File: src/rtl/mem_arb_pkg.sv
// Shared types and constants for the data-memory arbiter (CPU vs audio DMA).
package mem_arb_pkg;

    localparam int unsigned WAIT_CNT_W = 4;

    typedef enum logic [1:0] {
        RD_NONE = 2'd0,
        RD_CPU  = 2'd1,
        RD_DMA  = 2'd2
    } rd_owner_t;

endpackage

File: src/rtl/arb_wait_counter.sv
// Saturating starvation counter: counts consecutive cycles the DMA lost arbitration.
module arb_wait_counter
    import mem_arb_pkg::*;
(
    input  logic                  clk,
    input  logic                  reset,
    input  logic                  inc,
    input  logic                  clr,
    input  logic [WAIT_CNT_W-1:0] limit,
    output logic                  at_limit
);

    logic [WAIT_CNT_W-1:0] cnt_q, cnt_d;

    always_comb begin
        cnt_d = cnt_q;
        if (clr) begin
            cnt_d = '0;
        end else if (inc && (cnt_q != limit)) begin
            cnt_d = cnt_q + 1'b1;
        end
    end

    always_ff @(posedge clk or posedge reset) begin
        if (reset) begin
            cnt_q <= '0;
        end else begin
            cnt_q <= cnt_d;
        end
    end

    assign at_limit = (cnt_q == limit);

endmodule

File: src/rtl/mem_arbiter.sv
// Single-port data memory arbiter: CPU priority with DMA starvation guard and 1-cycle read return.
// Define ARB_PERF_CNT_EN to add saturating stall/grant performance counters.
module mem_arbiter
    import mem_arb_pkg::*;
#(
    parameter int unsigned ADDR_W       = 32,
    parameter int unsigned DATA_W       = 32,
    parameter int unsigned DMA_MAX_WAIT = 4
) (
    input  logic              clk,
    input  logic              reset,
    input  logic              cpu_req,
    input  logic              cpu_we,
    input  logic [ADDR_W-1:0] cpu_addr,
    input  logic [DATA_W-1:0] cpu_wdata,
    output logic              cpu_stall,
    output logic              cpu_rvalid,
    output logic [DATA_W-1:0] cpu_rdata,
    input  logic              dma_req,
    input  logic              dma_we,
    input  logic [ADDR_W-1:0] dma_addr,
    input  logic [DATA_W-1:0] dma_wdata,
    output logic              dma_gnt,
    output logic              dma_rvalid,
    output logic [DATA_W-1:0] dma_rdata,
`ifdef ARB_PERF_CNT_EN
    input  logic              perf_clr,
    output logic [15:0]       perf_cpu_stall_cnt,
    output logic [15:0]       perf_dma_gnt_cnt,
`endif
    output logic              mem_en,
    output logic              mem_we,
    output logic [ADDR_W-1:0] mem_addr,
    output logic [DATA_W-1:0] mem_wdata,
    input  logic [DATA_W-1:0] mem_rdata
);

    localparam logic [WAIT_CNT_W-1:0] MaxWait = WAIT_CNT_W'(DMA_MAX_WAIT);

    logic      at_limit;
    logic      cpu_gnt;
    rd_owner_t rd_owner_q, rd_owner_d;

    arb_wait_counter u_wait_cnt (
        .clk      (clk),
        .reset    (reset),
        .inc      (dma_req & ~dma_gnt),
        .clr      (dma_gnt | ~dma_req),
        .limit    (MaxWait),
        .at_limit (at_limit)
    );

    // Grants are suppressed in reset; stall keeps its raw form so it stays 0 there too.
    always_comb begin
        cpu_gnt   = ~reset & cpu_req & ~(dma_req & at_limit);
        dma_gnt   = ~reset & dma_req & ~cpu_gnt;
        cpu_stall = cpu_req & dma_req & at_limit;
        mem_en    = cpu_gnt | dma_gnt;
        mem_we    = 1'b0;
        mem_addr  = '0;
        mem_wdata = '0;
        if (cpu_gnt) begin
            mem_we    = cpu_we;
            mem_addr  = cpu_addr;
            mem_wdata = cpu_wdata;
        end else if (dma_gnt) begin
            mem_we    = dma_we;
            mem_addr  = dma_addr;
            mem_wdata = dma_wdata;
        end
    end

    always_comb begin
        rd_owner_d = RD_NONE;
        if (cpu_gnt && !cpu_we) begin
            rd_owner_d = RD_CPU;
        end else if (dma_gnt && !dma_we) begin
            rd_owner_d = RD_DMA;
        end
    end

    always_ff @(posedge clk or posedge reset) begin
        if (reset) begin
            rd_owner_q <= RD_NONE;
        end else begin
            rd_owner_q <= rd_owner_d;
        end
    end

    always_comb begin
        cpu_rvalid = (rd_owner_q == RD_CPU);
        dma_rvalid = (rd_owner_q == RD_DMA);
        cpu_rdata  = cpu_rvalid ? mem_rdata : '0;
        dma_rdata  = dma_rvalid ? mem_rdata : '0;
    end

`ifdef ARB_PERF_CNT_EN
    logic [15:0] stall_cnt_q, stall_cnt_d;
    logic [15:0] gnt_cnt_q, gnt_cnt_d;

    always_comb begin
        stall_cnt_d = stall_cnt_q;
        gnt_cnt_d   = gnt_cnt_q;
        if (perf_clr) begin
            stall_cnt_d = '0;
            gnt_cnt_d   = '0;
        end else begin
            if (cpu_stall && (stall_cnt_q != 16'hFFFF)) stall_cnt_d = stall_cnt_q + 16'd1;
            if (dma_gnt && (gnt_cnt_q != 16'hFFFF))     gnt_cnt_d   = gnt_cnt_q + 16'd1;
        end
    end

    always_ff @(posedge clk or posedge reset) begin
        if (reset) begin
            stall_cnt_q <= '0;
            gnt_cnt_q   <= '0;
        end else begin
            stall_cnt_q <= stall_cnt_d;
            gnt_cnt_q   <= gnt_cnt_d;
        end
    end

    assign perf_cpu_stall_cnt = stall_cnt_q;
    assign perf_dma_gnt_cnt   = gnt_cnt_q;
`endif

endmodule

File: config.mk
export PLATFORM = sky130hd
export DESIGN_NAME = mem_arbiter
export DESIGN_NICKNAME = d
export VERILOG_FILES = /design/src/rtl/mem_arb_pkg.sv /design/src/rtl/arb_wait_counter.sv /design/src/rtl/mem_arbiter.sv
export SDC_FILE = /design/constraint.sdc
export NUM_CORES = 1
export LEC_CHECK = 0
export ABC_AREA = 0
export BUFFER_PORTS_ARGS = -buffer_cell sky130_fd_sc_hd__buf_2
export CORE_AREA = 2 2 116 118
export DETAILED_ROUTE_END_ITERATION = 8
export DIE_AREA = 0 0 118 120
export PLACE_DENSITY_LB_ADDON = 0.08
export SLEW_MARGIN = 15
export SYNTH_ARGS = -nofsm -noshare
export SYNTH_HDL_FRONTEND = slang
export SYNTH_HIERARCHICAL = 1
export SYNTH_SLANG_ARGS = --single-unit
File: constraint.sdc
create_clock -name clk -period 3.31 [get_ports clk]
set_clock_uncertainty 0.2 [all_clocks]
set_input_delay 0.993 -clock clk [delete_from_list [all_inputs] [get_ports clk]]
set_output_delay 0.993 -clock clk [all_outputs]
set_load 0.05 [all_outputs]
Yosys cells after proc, flatten, opt, wreduce, memory -nomap -nowiden. Index checks and enable logic that the tools add are counted.

Register bits after elaboration: 6.

Eq/ne operators: 4. Reduce and logical (&&, ||, !) cells: 6. Add/sub/neg operators: 1. Bitwise operators: 15. Muxes and demuxes: 12.

Operators with widths (count): two-way mux 32 bit (6); AND 1 bit (8); two-way mux 4 bit (2); inverter 1 bit (5); adder 4 x 1 -> 4 bit, second input constant (1); == test 4 x 3 -> 1 bit, second input constant (1); two-way mux 2 bit (2); != test 4 x 3 -> 1 bit, second input constant (1); logical AND 1 bit (3); == test 2 x 1 -> 1 bit, second input constant (1); == test 2 bit, second input constant (1); logical NOT 1 bit (2); two-way mux 1 bit (2); bitwise OR 1 bit (2); nonzero test 2 bit (1).

Depth between registers and ports, before layout.
Depth after elaboration: 11. Gate-level depth with buffers: 9. Depth with buffers taken out: 8.

By module. The synthesis kept the hierarchy.

Modules (own cells, without submodules): mem_arbiter (seq. area each 50.0 sq um, times used 1, area an instance 1536.5 sq um, cells each 249); arb_wait_counter (seq. area each 100.1 sq um, times used 1, area an instance 260.2 sq um, cells each 24).

Least setup slack after synthesis. Ideal clock, no wire load.

Kind: flip-flop to output port. From: register u_wait_cnt.cnt_q[0]. To: output mem_addr[0]. Path slack: -0.216 ns. Stages on the path, launching flop included: 8. Buffers on the path: 2. Data arrival time: 2.333 ns. Cells stage by stage: dfrtp_1 xor2_2 nor4_1 nand2b_1 buf_2 buf_4 a32oi_1 nor2_1.

Word-level cells in the longest chain between the ends: 8.

Ends and longest elaborated chain: from (decl) (RTL line arb_wait_counter.sv:13) `logic [WAIT_CNT_W-1:0] cnt_q, cnt_d;`; from (signal assigned) (RTL line arb_wait_counter.sv:28) `cnt_q <= cnt_d;`; == test 4 x 3 -> 1 bit (*) (RTL line arb_wait_counter.sv:32) `assign at_limit = (cnt_q == limit);`; via at_limit (RTL line mem_arbiter.sv:40) `logic at_limit;`; AND 1 bit (*) (RTL line mem_arbiter.sv:55) `cpu_gnt = ~reset & cpu_req & ~(dma_req & at_limit);`; inverter 1 bit (*) (RTL line mem_arbiter.sv:55); AND 1 bit (*) (RTL line mem_arbiter.sv:55); inverter 1 bit (RTL line mem_arbiter.sv:56) `dma_gnt = ~reset & dma_req & ~cpu_gnt;`; AND 1 bit (RTL line mem_arbiter.sv:56); two-way mux 32 bit (RTL line mem_arbiter.sv:66) `end else if (dma_gnt) begin`; two-way mux 32 bit (*) (RTL line mem_arbiter.sv:62) `if (cpu_gnt) begin`; to (decl) (RTL line mem_arbiter.sv:33) `output logic [ADDR_W-1:0] mem_addr,`.

Mark *: on every way through the listed nets, which the timed path passes. The rest lies on a longest branch.

Worst setup path after layout.
From: input cpu_req. To: output mem_addr[27].

Word-level cells in the longest chain between the ends: 6.

Ends and longest elaborated chain: from (decl) (RTL line mem_arbiter.sv:12) `input logic cpu_req,`; AND 1 bit (*) (2 in a row) (RTL line mem_arbiter.sv:55); inverter 1 bit (RTL line mem_arbiter.sv:56); AND 1 bit (RTL line mem_arbiter.sv:56); two-way mux 32 bit (RTL line mem_arbiter.sv:66); two-way mux 32 bit (*) (RTL line mem_arbiter.sv:62).

Mark *: on every way between the ends. The rest lies on a longest branch, timed or not.

==> impl_metrics.py <==
metrics = {
    "drt": {
        "ant_nets": 0,
        "drt-total-wl_um": 11400,
        "wl_per_cell_um": 15.3,
        "remaining_drc_errors": 0,
        "vias_per_cell": 4.42,
        "num_vias": 3292,
        "drt_iter0_markers": 42,
        "drt_pass1_iterations": 4,
    },
    "sta": {
        "clock.fmax_mhz": 300,
        "fin_crit_sh_pct": 101,
        "slew_viol_final": 0,
        "period_minus_slack_ps": 3330,
        "hold_viol_final": 0,
        "finalSetupViolations": 1,
        "finalWorstSetupSlack_ps": -24.4,
        "fin_tns_setup_ps": -24.4,
        "grt_setup_unrepaired": "yes",
    },
    "die": {
        "io_pins": 300,
        "die_area_um2": 14200,
        "start_util_pct": 13.8,
        "fp.dieH_um": 120,
        "die_x_um": 118,
        "rows": 42,
        "core_area_um2": 13000,
    },
    "place": {
        "place_area_um2": 3930,
        "portBuffers": 299,
        "gp_congestion": 0.778,
        "dpl.hpwl_um": 8780,
        "pre_cts_ws_ps": 10.5,
        "placed_cells": 734,
    },
    "cts": {
        "cts-root-buf": "clkbuf_16",
        "clock_sinks": 6,
        "clk-insertion-delay-late_ps": 230,
        "cts_buffer_depth": 2,
        "cts_tree": "yes",
        "htree_levels": 1,
        "cts_hold_buf": 0,
        "numCtsBuffers": 3,
        "path_clk_slew_ps": 30,
    },
    "power": {
        "ir_drop_mv": 0.124,
        "power.leakage_nw": 2.32,
        "power_density_nw_per_um2": 226,
        "fin_total_pwr_w": 0.00108,
    },
    "synth": {
        "dominantRegCellSynth": "dfrtp_1",
        "yosysWarningCount": 6,
        "netlist.area_leader.share_pct": 31.7,
        "ys_seq_elements": 6,
        "synth_cells": 273,
        "ys_types": 28,
        "synth-seq-area-share_pct": 8.36,
        "synthArstFlopShare_pct": 100,
        "syn_area_um2": 1800,
        "synth-edff-count": 0,
        "avgSynthCellArea_um2": 6.58,
        "yosysTopAreaCell": "a32oi_1",
        "synth.area.top_cells": "a32oi_1 (32%), and2_1 (23%), nor2_1 (15%)",
    },
    "setup_path": {
        "crit_fanout": 37,
        "reg2reg_slack_ps": 1000,
        "crit_required_ps": 2120,
        "crit_arrival_ps": 2140,
        "critPathKind": "in -> out",
        "end_kind": "primary output",
        "critical_path.startpoint_type": "input port",
    },
    "global_routing": {
        "grt_pass1_vias": 3197,
        "grt_pass1_wl_um": 16200,
        "antenna_found_initial": 1,
        "overflow": 0,
        "grt_max_degree": 45,
        "grtUsageTotal_pct": 14.2,
    },
    "final_layout": {
        "drive_above_1_share_pct": 76.7,
        "fin_area_um2": 4770,
        "nNetsFinal": 736,
        "mostFrequentLayoutCells": "buf_2 (232), and2_1 (65), buf_6 (40)",
        "area_growth_pct": 165,
        "fillerInstances": 1350,
        "layout.cells.non_filler": 744,
        "mostFrequentLayoutCell": "buf_2",
    },
    "run_status": {
        "violations": "negative setup slack",
        "status": "finished, violations left",
    },
    "min_path": {
        "hold_class": "reg -> reg",
    },
    "run": {
        "cap_violations": 0,
    },
}
[flip-flops by register name, indices dropped and copies added, names as in the netlist]
signal / flops
rd_owner_q: 2
u_wait_cnt/cnt_q: 4
[final cells by class]
class	instances	area [um2]	share of cell area (%)
timing repair buffer	325	2210	46.4
multi-input combinational	230	2100	43.9
tap	176	220	4.62
sequential	6	150	3.15
clock buffer	3	75.1	1.57
inverter	3	11.3	0.236
antenna	1	2.50	0.0525
[repair_timing]
action                     in CTS  in global routing
buffers inserted                0                  4
pin swaps                       0                  2
setup endpoints to repair      65                 65
gates cloned                    0                  2
resized for setup              34                154
[cell families after synthesis]
| kind of cell | Yosys count | share of synthesized area, % |
|---|---|---|
| AO/OA/AOI/OAI | 71 | 35.0 |
| XOR/XNOR | 5 | 2.86 |
| adder cells (fa/ha/maj) | 1 | 0.696 |
| buffers and inverters | 39 | 10.9 |
| flip-flops | 6 | 8.36 |
| multiplexers | 1 | 0.557 |
| other | 2 | 0.418 |
| AND/OR/NAND/NOR | 148 | 41.3 |
[critical path, cell delays in order]
cell and delay, ps:
buf_2 140, a21boi_4 250, buf_12 270, a32oi_1 110, nor2_2 130, buf_4 210
[routing by layer]
layer	wire, um	GRT usage, %
met4	240	4.67
met3	921	3.33
met5	0	0
met1	3950	14.2
met2	6290	28.6
[synth_stat cells (2+ instances only)]
master	number
conb_1	2
xor2_1	4
nor2b_1	2
clkbuf_1	18
or3_1	2
a32oi_1	65
a21oi_1	2
nand2_1	3
and2_1	65
buf_6	2
o21ai_0	2
dfrtp_1	6
buf_4	6
inv_1	3
buf_2	9
nor2_1	70
[path summary, 6_finish.rpt]
path,startpoint,endpoint,depth (start not counted)
worst max-delay path,cpu_req,mem_addr[27],6
worst min-delay path,u_wait_cnt/cnt_q[2],u_wait_cnt/cnt_q[2],2
worst max register to register,u_wait_cnt/cnt_q[0],u_wait_cnt/cnt_q[1],9
worst min register to register,u_wait_cnt/cnt_q[2],u_wait_cnt/cnt_q[2],2
max in group asynchronous,reset,u_wait_cnt/cnt_q[3],3
min in group asynchronous,reset,rd_owner_q[1],3
[power breakdown]
part	internal [W]	switching (W)	total (W)
registers	0.0000762	0.00000190	0.0000781
clock network	0.000155	0.0000434	0.000199
logic	0.000304	0.000498	0.000802
total	0.000535	0.000543	0.00108
[metrics by stage]
stage,util (%),hold WS [ps]
final,36.7,407
after global routing,36.7,429
after CTS,31.6,378
after detailed placement,30.3,373
after global placement,30.3,354
after floorplan,-,339
Note: power is estimated with default switching activity, not from simulation.
